<file path="src/rtl/watch_set_ctrl.sv">
// ----------------------------------------------------------------------------
// watch_set_ctrl
// Mode/setting controller for the HH:MM:SS.cc watch datapath. Steps through
// RUN -> SET_HOUR -> SET_MIN -> SET_SEC -> RUN on btn_mode presses, issues
// single-cycle increment pulses (with press-and-hold auto-repeat) for the
// field being edited, freezes datapath counting while setting, blinks the
// edited field and falls back to RUN after an idle timeout.
//
// Ports:
//   clk          system clock
//   reset        asynchronous, active-high reset
//   btn_mode     debounced mode button level
//   btn_up       debounced increment button level
//   o_run_en     1 = datapath counts, 0 = counting frozen
//   o_inc_hour   one-cycle hour increment pulse
//   o_inc_min    one-cycle minute increment pulse
//   o_inc_sec    one-cycle second increment pulse
//   o_clr_msec   one-cycle centisecond clear on leaving SET_SEC
//   o_edit_sel   0 = none/RUN, 1 = hour, 2 = min, 3 = sec
//   o_blink      1 = edited field visible, 0 = blanked
// ----------------------------------------------------------------------------
module watch_set_ctrl #(
    parameter int unsigned TICK_DIV   = 100_000,
    parameter int unsigned HOLD_MS    = 500,
    parameter int unsigned REPEAT_MS  = 100,
    parameter int unsigned BLINK_MS   = 250,
    parameter int unsigned TIMEOUT_MS = 10_000
) (
    input  logic       clk,
    input  logic       reset,
    input  logic       btn_mode,
    input  logic       btn_up,
    output logic       o_run_en,
    output logic       o_inc_hour,
    output logic       o_inc_min,
    output logic       o_inc_sec,
    output logic       o_clr_msec,
    output logic [1:0] o_edit_sel,
    output logic       o_blink
);

    localparam int unsigned PRE_W   = $clog2(TICK_DIV + 1);
    localparam int unsigned HOLD_W  = $clog2(HOLD_MS + 1);
    localparam int unsigned BLINK_W = $clog2(BLINK_MS + 1);
    localparam int unsigned TMO_W   = $clog2(TIMEOUT_MS + 1);

    // State encoding doubles as the o_edit_sel value.
    localparam logic [1:0] S_RUN  = 2'd0;
    localparam logic [1:0] S_HOUR = 2'd1;
    localparam logic [1:0] S_MIN  = 2'd2;
    localparam logic [1:0] S_SEC  = 2'd3;

    logic [PRE_W-1:0]   r_presc;
    logic               r_mode_prev;
    logic               r_up_prev;
    logic [1:0]         r_state;
    logic               r_up_arm;
    logic [HOLD_W-1:0]  r_hold;
    logic [BLINK_W-1:0] r_blink_cnt;
    logic [TMO_W-1:0]   r_tmo;

    logic               w_ms_tick;
    logic               w_mode_edge;
    logic               w_up_edge;
    logic               w_in_set;
    logic               w_state_chg;
    logic [1:0]         w_state_nxt;
    logic               w_arm_nxt;
    logic [HOLD_W-1:0]  w_hold_nxt;
    logic [BLINK_W-1:0] w_blink_cnt_nxt;
    logic               w_blink_nxt;
    logic [TMO_W-1:0]   w_tmo_nxt;
    logic               w_inc;
    logic               w_clr_nxt;

    assign w_ms_tick   = (r_presc == PRE_W'(TICK_DIV - 1));
    assign w_mode_edge = btn_mode & ~r_mode_prev;
    assign w_up_edge   = btn_up & ~r_up_prev;
    assign w_in_set    = (r_state != S_RUN);

    // Next-state, counter and output decode.
    always_comb begin
        w_state_nxt     = r_state;
        w_arm_nxt       = r_up_arm;
        w_hold_nxt      = r_hold;
        w_blink_cnt_nxt = r_blink_cnt;
        w_blink_nxt     = o_blink;
        w_tmo_nxt       = r_tmo;
        w_inc           = 1'b0;
        w_clr_nxt       = 1'b0;

        // Mode sequencing; timeout only possible while idle in a SET state.
        if (w_mode_edge) begin
            case (r_state)
                S_RUN:   w_state_nxt = S_HOUR;
                S_HOUR:  w_state_nxt = S_MIN;
                S_MIN:   w_state_nxt = S_SEC;
                default: w_state_nxt = S_RUN;
            endcase
        end else if (w_in_set && !w_up_edge && !btn_up && w_ms_tick &&
                     (r_tmo == TMO_W'(TIMEOUT_MS - 1))) begin
            w_state_nxt = S_RUN;
        end
        w_state_chg = (w_state_nxt != r_state);
        w_clr_nxt   = (r_state == S_SEC) && (w_state_nxt == S_RUN);

        // Increment / auto-repeat. Arming only happens on an up edge inside a
        // stable SET state, so any state change while held suppresses repeat
        // until the button is released and pressed again.
        if (w_state_chg || !w_in_set) begin
            w_hold_nxt = '0;
            w_arm_nxt  = 1'b0;
        end else if (w_up_edge) begin
            w_inc      = 1'b1;
            w_hold_nxt = '0;
            w_arm_nxt  = 1'b1;
        end else if (!btn_up) begin
            w_hold_nxt = '0;
            w_arm_nxt  = 1'b0;
        end else if (r_up_arm && w_ms_tick) begin
            if (r_hold == HOLD_W'(HOLD_MS - 1)) begin
                w_inc      = 1'b1;
                w_hold_nxt = HOLD_W'(HOLD_MS - REPEAT_MS);
            end else begin
                w_hold_nxt = r_hold + HOLD_W'(1);
            end
        end

        // Idle timeout counter.
        if (w_state_chg || !w_in_set || w_mode_edge || w_up_edge || btn_up) begin
            w_tmo_nxt = '0;
        end else if (w_ms_tick) begin
            w_tmo_nxt = r_tmo + TMO_W'(1);
        end

        // Blink: restart visible on entry and on each increment.
        if (w_state_nxt == S_RUN || w_state_chg || w_inc) begin
            w_blink_nxt     = 1'b1;
            w_blink_cnt_nxt = '0;
        end else if (w_ms_tick) begin
            if (r_blink_cnt == BLINK_W'(BLINK_MS - 1)) begin
                w_blink_nxt     = ~o_blink;
                w_blink_cnt_nxt = '0;
            end else begin
                w_blink_cnt_nxt = r_blink_cnt + BLINK_W'(1);
            end
        end
    end

    // State, counters and registered outputs.
    always_ff @(posedge clk or posedge reset) begin
        if (reset) begin
            r_presc     <= '0;
            r_mode_prev <= 1'b1;
            r_up_prev   <= 1'b1;
            r_state     <= S_RUN;
            r_up_arm    <= 1'b0;
            r_hold      <= '0;
            r_blink_cnt <= '0;
            r_tmo       <= '0;
            o_run_en    <= 1'b1;
            o_inc_hour  <= 1'b0;
            o_inc_min   <= 1'b0;
            o_inc_sec   <= 1'b0;
            o_clr_msec  <= 1'b0;
            o_edit_sel  <= S_RUN;
            o_blink     <= 1'b1;
        end else begin
            r_presc     <= w_ms_tick ? '0 : r_presc + PRE_W'(1);
            r_mode_prev <= btn_mode;
            r_up_prev   <= btn_up;
            r_state     <= w_state_nxt;
            r_up_arm    <= w_arm_nxt;
            r_hold      <= w_hold_nxt;
            r_blink_cnt <= w_blink_cnt_nxt;
            r_tmo       <= w_tmo_nxt;
            o_run_en    <= (w_state_nxt == S_RUN);
            o_inc_hour  <= w_inc && (r_state == S_HOUR);
            o_inc_min   <= w_inc && (r_state == S_MIN);
            o_inc_sec   <= w_inc && (r_state == S_SEC);
            o_clr_msec  <= w_clr_nxt;
            o_edit_sel  <= w_state_nxt;
            o_blink     <= w_blink_nxt;
        end
    end

endmodule

</file>
<file path="config.mk">
export PLATFORM = sky130hd
export DESIGN_NAME = watch_set_ctrl
export DESIGN_NICKNAME = d
export VERILOG_FILES = /design/src/rtl/watch_set_ctrl.sv
export SDC_FILE = /design/constraint.sdc
export NUM_CORES = 1
export LEC_CHECK = 0
export ABC_CLOCK_PERIOD_IN_PS = 2600
export BUFFER_PORTS_ARGS = -buffer_cell sky130_fd_sc_hd__buf_2
export CAP_MARGIN = 15
export CORE_AREA = 2 2 75 77
export CTS_CLUSTER_DIAMETER = 100
export DETAILED_ROUTE_END_ITERATION = 10
export DIE_AREA = 0 0 77 79
export PLACE_DENSITY = 0.81
export SYNTH_ARGS = -nofsm -noshare
export SYNTH_HDL_FRONTEND = slang
export SYNTH_SLANG_ARGS = --single-unit
export TNS_END_PERCENT = 30
</file>
<file path="constraint.sdc">
create_clock -name clk -period 2.6 [get_ports clk]
set_input_delay 0.52 -clock clk [delete_from_list [all_inputs] [get_ports clk]]
set_output_delay 0.52 -clock clk [all_outputs]
set_load 0.1 [all_outputs]
</file>
==> run summary <==
# H-tree levels: 3
Root Driver: clkbuf_8
status: finished, final reports clean
total core area: 5340 um^2
Initial Utilization: 0.579
largest net degree at the start of global routing: 30
die width: 77 um
total grt overflow: 0
final WL: 5850 um
initial antenna violation count: 0
Final period util: 0.914
die area: 6080 um^2
Cell variety after synth: 44
Yosys warning total: 0
first-pass GRT wire length: 10300 um
WL/cell: 14.5 um
Slew Limit Fails: 0
Final WS setup: 0.224 ns
drt pass-1 iters: 4
DP Wirelength: 4140 um
Peak supply drop: 0.000785 V
syn nets: 318
Final ANT Viol Nets: 0
DRC viols: 0
critical path data required time: 2.85 ns
Tot GR Track Use: 0.215
crit path DAT: 2.63 ns
share of layout cells above drive strength 1: 0.162
via count: 2318
I/O pin count: 12
Port Buf Inserts: 11
TritonCTS Buffers: 9
Startpoint Class: flip-flop
Skew-Pair Late Insertion Delay: 0.34 ns
FMAX: 421 MHz
clock-pin slew on the worst setup and hold paths: 0.06 ns
Worst Setup End Kind: flip-flop
Vias/cell: 5.72
syn_area_per_cell: 10.1 um^2
Routability Congestion: 0.844
Fin Clk Skew: 0.00682 ns
Max Root-Sink Buffers: 2
relative slew slack: 0.562
# fillers: 436
post-synthesis sequential area ratio: 0.479
setup_tns: 0 ns
Post-Place Worst Slack: 0.127 ns
Die Ht: 79 um
critical-path maximum fanout: 14
area grow syn2layout: 14.2%
Final Critical Period: 2.38 ns
final core utilization: 0.661
# clock sinks: 59
Rows: 27
CTS tree: done
initial DRC count: 211
vias in the first global route: 2264
Post-CTS Setup Bufs: 0
number of synthesized register bits: 59
Worst Tran Pin Value: 0.648 ns
maxcap violations: 0
Post-Syn Area: 3090 um^2
Cells after Synth: 305
P_leak: 1.55 nW
# hold bufs at CTS: 0
Hold Path Class: input pin to async pin
CP Class: flip-flop to flip-flop
ant diodes: 0
Placed Area: 3270 um^2
post-cts resize count: 0
pwr/cell area: 777 nW/um^2
RSZ-0062 raised after global routing: false
final hold viol count: 0
fin area: 3530 um^2
Fin Hold WS: 0.250 ns
endpoints failing setup: 0
Final Net Count: 341
## state kept, by name (all words and copies together) (netlist names), 2 cells and up
| name | flops |
|---|---|
| r_presc | 17 |
| r_blink_cnt | 8 |
| r_state | 2 |
| r_tmo | 14 |
| r_hold | 9 |
## per-stage QoR
| stage | std cells | total power, mW |
|---|---|---|
| global route | 405 | 2.86 |
| global placement | 389 | 1.67 |
| finish | 405 | 2.74 |
| detailed placement | 389 | 1.68 |
| CTS | 405 | 2.76 |
| floorplan | 305 | 1.56 |
## synthesized netlist by cell type (all sizes together)
cell     number  share of area
a21o          1         0.0024
a21oi        15          0.024
a2bb2oi       1         0.0085
a31oi         3         0.0061
a41oi         1         0.0028
and2          4         0.0081
and3          8          0.016
and4          3         0.0085
and4bb        2         0.0081
buf           5         0.0097
clkbuf        4         0.0049
dfrtp        55           0.45
dfstp         4          0.034
ha            9          0.036
inv           4         0.0049
mux2i         2         0.0065
nand2        20          0.024
nand2b        3         0.0061
nand3        26          0.042
nand4        17          0.041
nand4b        1         0.0028
nor2         32          0.039
nor2b         4         0.0081
nor3         16          0.028
nor3b         2         0.0049
nor4          7          0.024
nor4b         4          0.016
nor4bb        1         0.0032
o211a         1         0.0032
o21ai         9          0.016
or3           3         0.0061
or3b          1         0.0028
or4           1         0.0024
or4b          2         0.0077
xnor2        14          0.040
xor2         20          0.057
## critical path, cell delays in order (launching register included)
cell	delay (ns)
dfrtp_1	0.40
or4b_4	0.59
nor4_4	0.31
buf_4	0.28
nand4_2	0.15
or3b_1	0.38
a31oi_1	0.18
## cell families (layout without fill, tap and decap cells)
family,after synthesis,after routing,share of synthesized area
AND/OR/NAND/NOR,157,157,0.299
flip-flops,59,59,0.479
XOR/XNOR,34,34,0.0963
AO/OA/AOI/OAI,31,31,0.0631
buffers and inverters,13,41,0.0194
adder cells (fa/ha/maj),9,9,0.0364
multiplexers,2,2,0.00648
## power breakdown
group	internal [mW]	switching [mW]	total, mW
Combinational	0.168	0.484	0.652
Sequential	0.963	0.0439	1.01
Clock	0.733	0.350	1.08
Total	1.86	0.877	2.74
## final timing paths
| check | startpoint | endpoint | slack, ns | cells after the start |
|---|---|---|---|---|
| max | r_presc[12]$_DFF_PP0_ | r_hold[5]$_DFFE_PP0P_ | 0.22 | 6 |
| min in group clk | btn_mode | r_mode_prev$_DFF_PP1_ | 0.29 | 1 |
| max reg2reg | r_presc[12]$_DFF_PP0_ | r_hold[5]$_DFFE_PP0P_ | 0.22 | 6 |
| min | reset | r_presc[16]$_DFF_PP0_ | 0.25 | 2 |
| max in group asynchronous | reset | o_blink$_DFFE_PP1P_ | 1.64 | 3 |
| min reg2reg | r_presc[0]$_DFF_PP0_ | r_presc[0]$_DFF_PP0_ | 0.49 | 1 |
## area by class of cell
class | instances | area [um^2] | area share
clock inverter | 5 | 125 | 0.0354
multi-input combinational | 233 | 1550 | 0.440
tap | 72 | 90.1 | 0.0255
timing repair buffer | 21 | 130 | 0.0369
inverter | 4 | 15.0 | 0.00425
sequential | 59 | 1480 | 0.420
clock buffer | 11 | 131 | 0.0372
## metal layers
layer / vias up / wire (um) / global-route usage
met5: - / 0 / 0
met2: 51 / 2820 / 0.346
met1: 1113 / 2720 / 0.287
met4: 0 / 101 / 0.118
met3: 10 / 218 / 0.0273
li1: 1144 / - / -
## placed cells by master (no fill, tap or decap), types with 5 or more instances in the layout
cell       n
a21oi_1   15
buf_4     10
nor3_1    15
nand4_1   15
buf_2     11
clkbuf_8   9
xor2_1    20
o21ai_0    8
and3_1     8
ha_1       9
xnor2_1   14
nor4_1     5
nand3_1   26
nor2_1    32
nand2_1   20
dfrtp_1   53
Note: power is estimated with default switching activity, not from simulation.
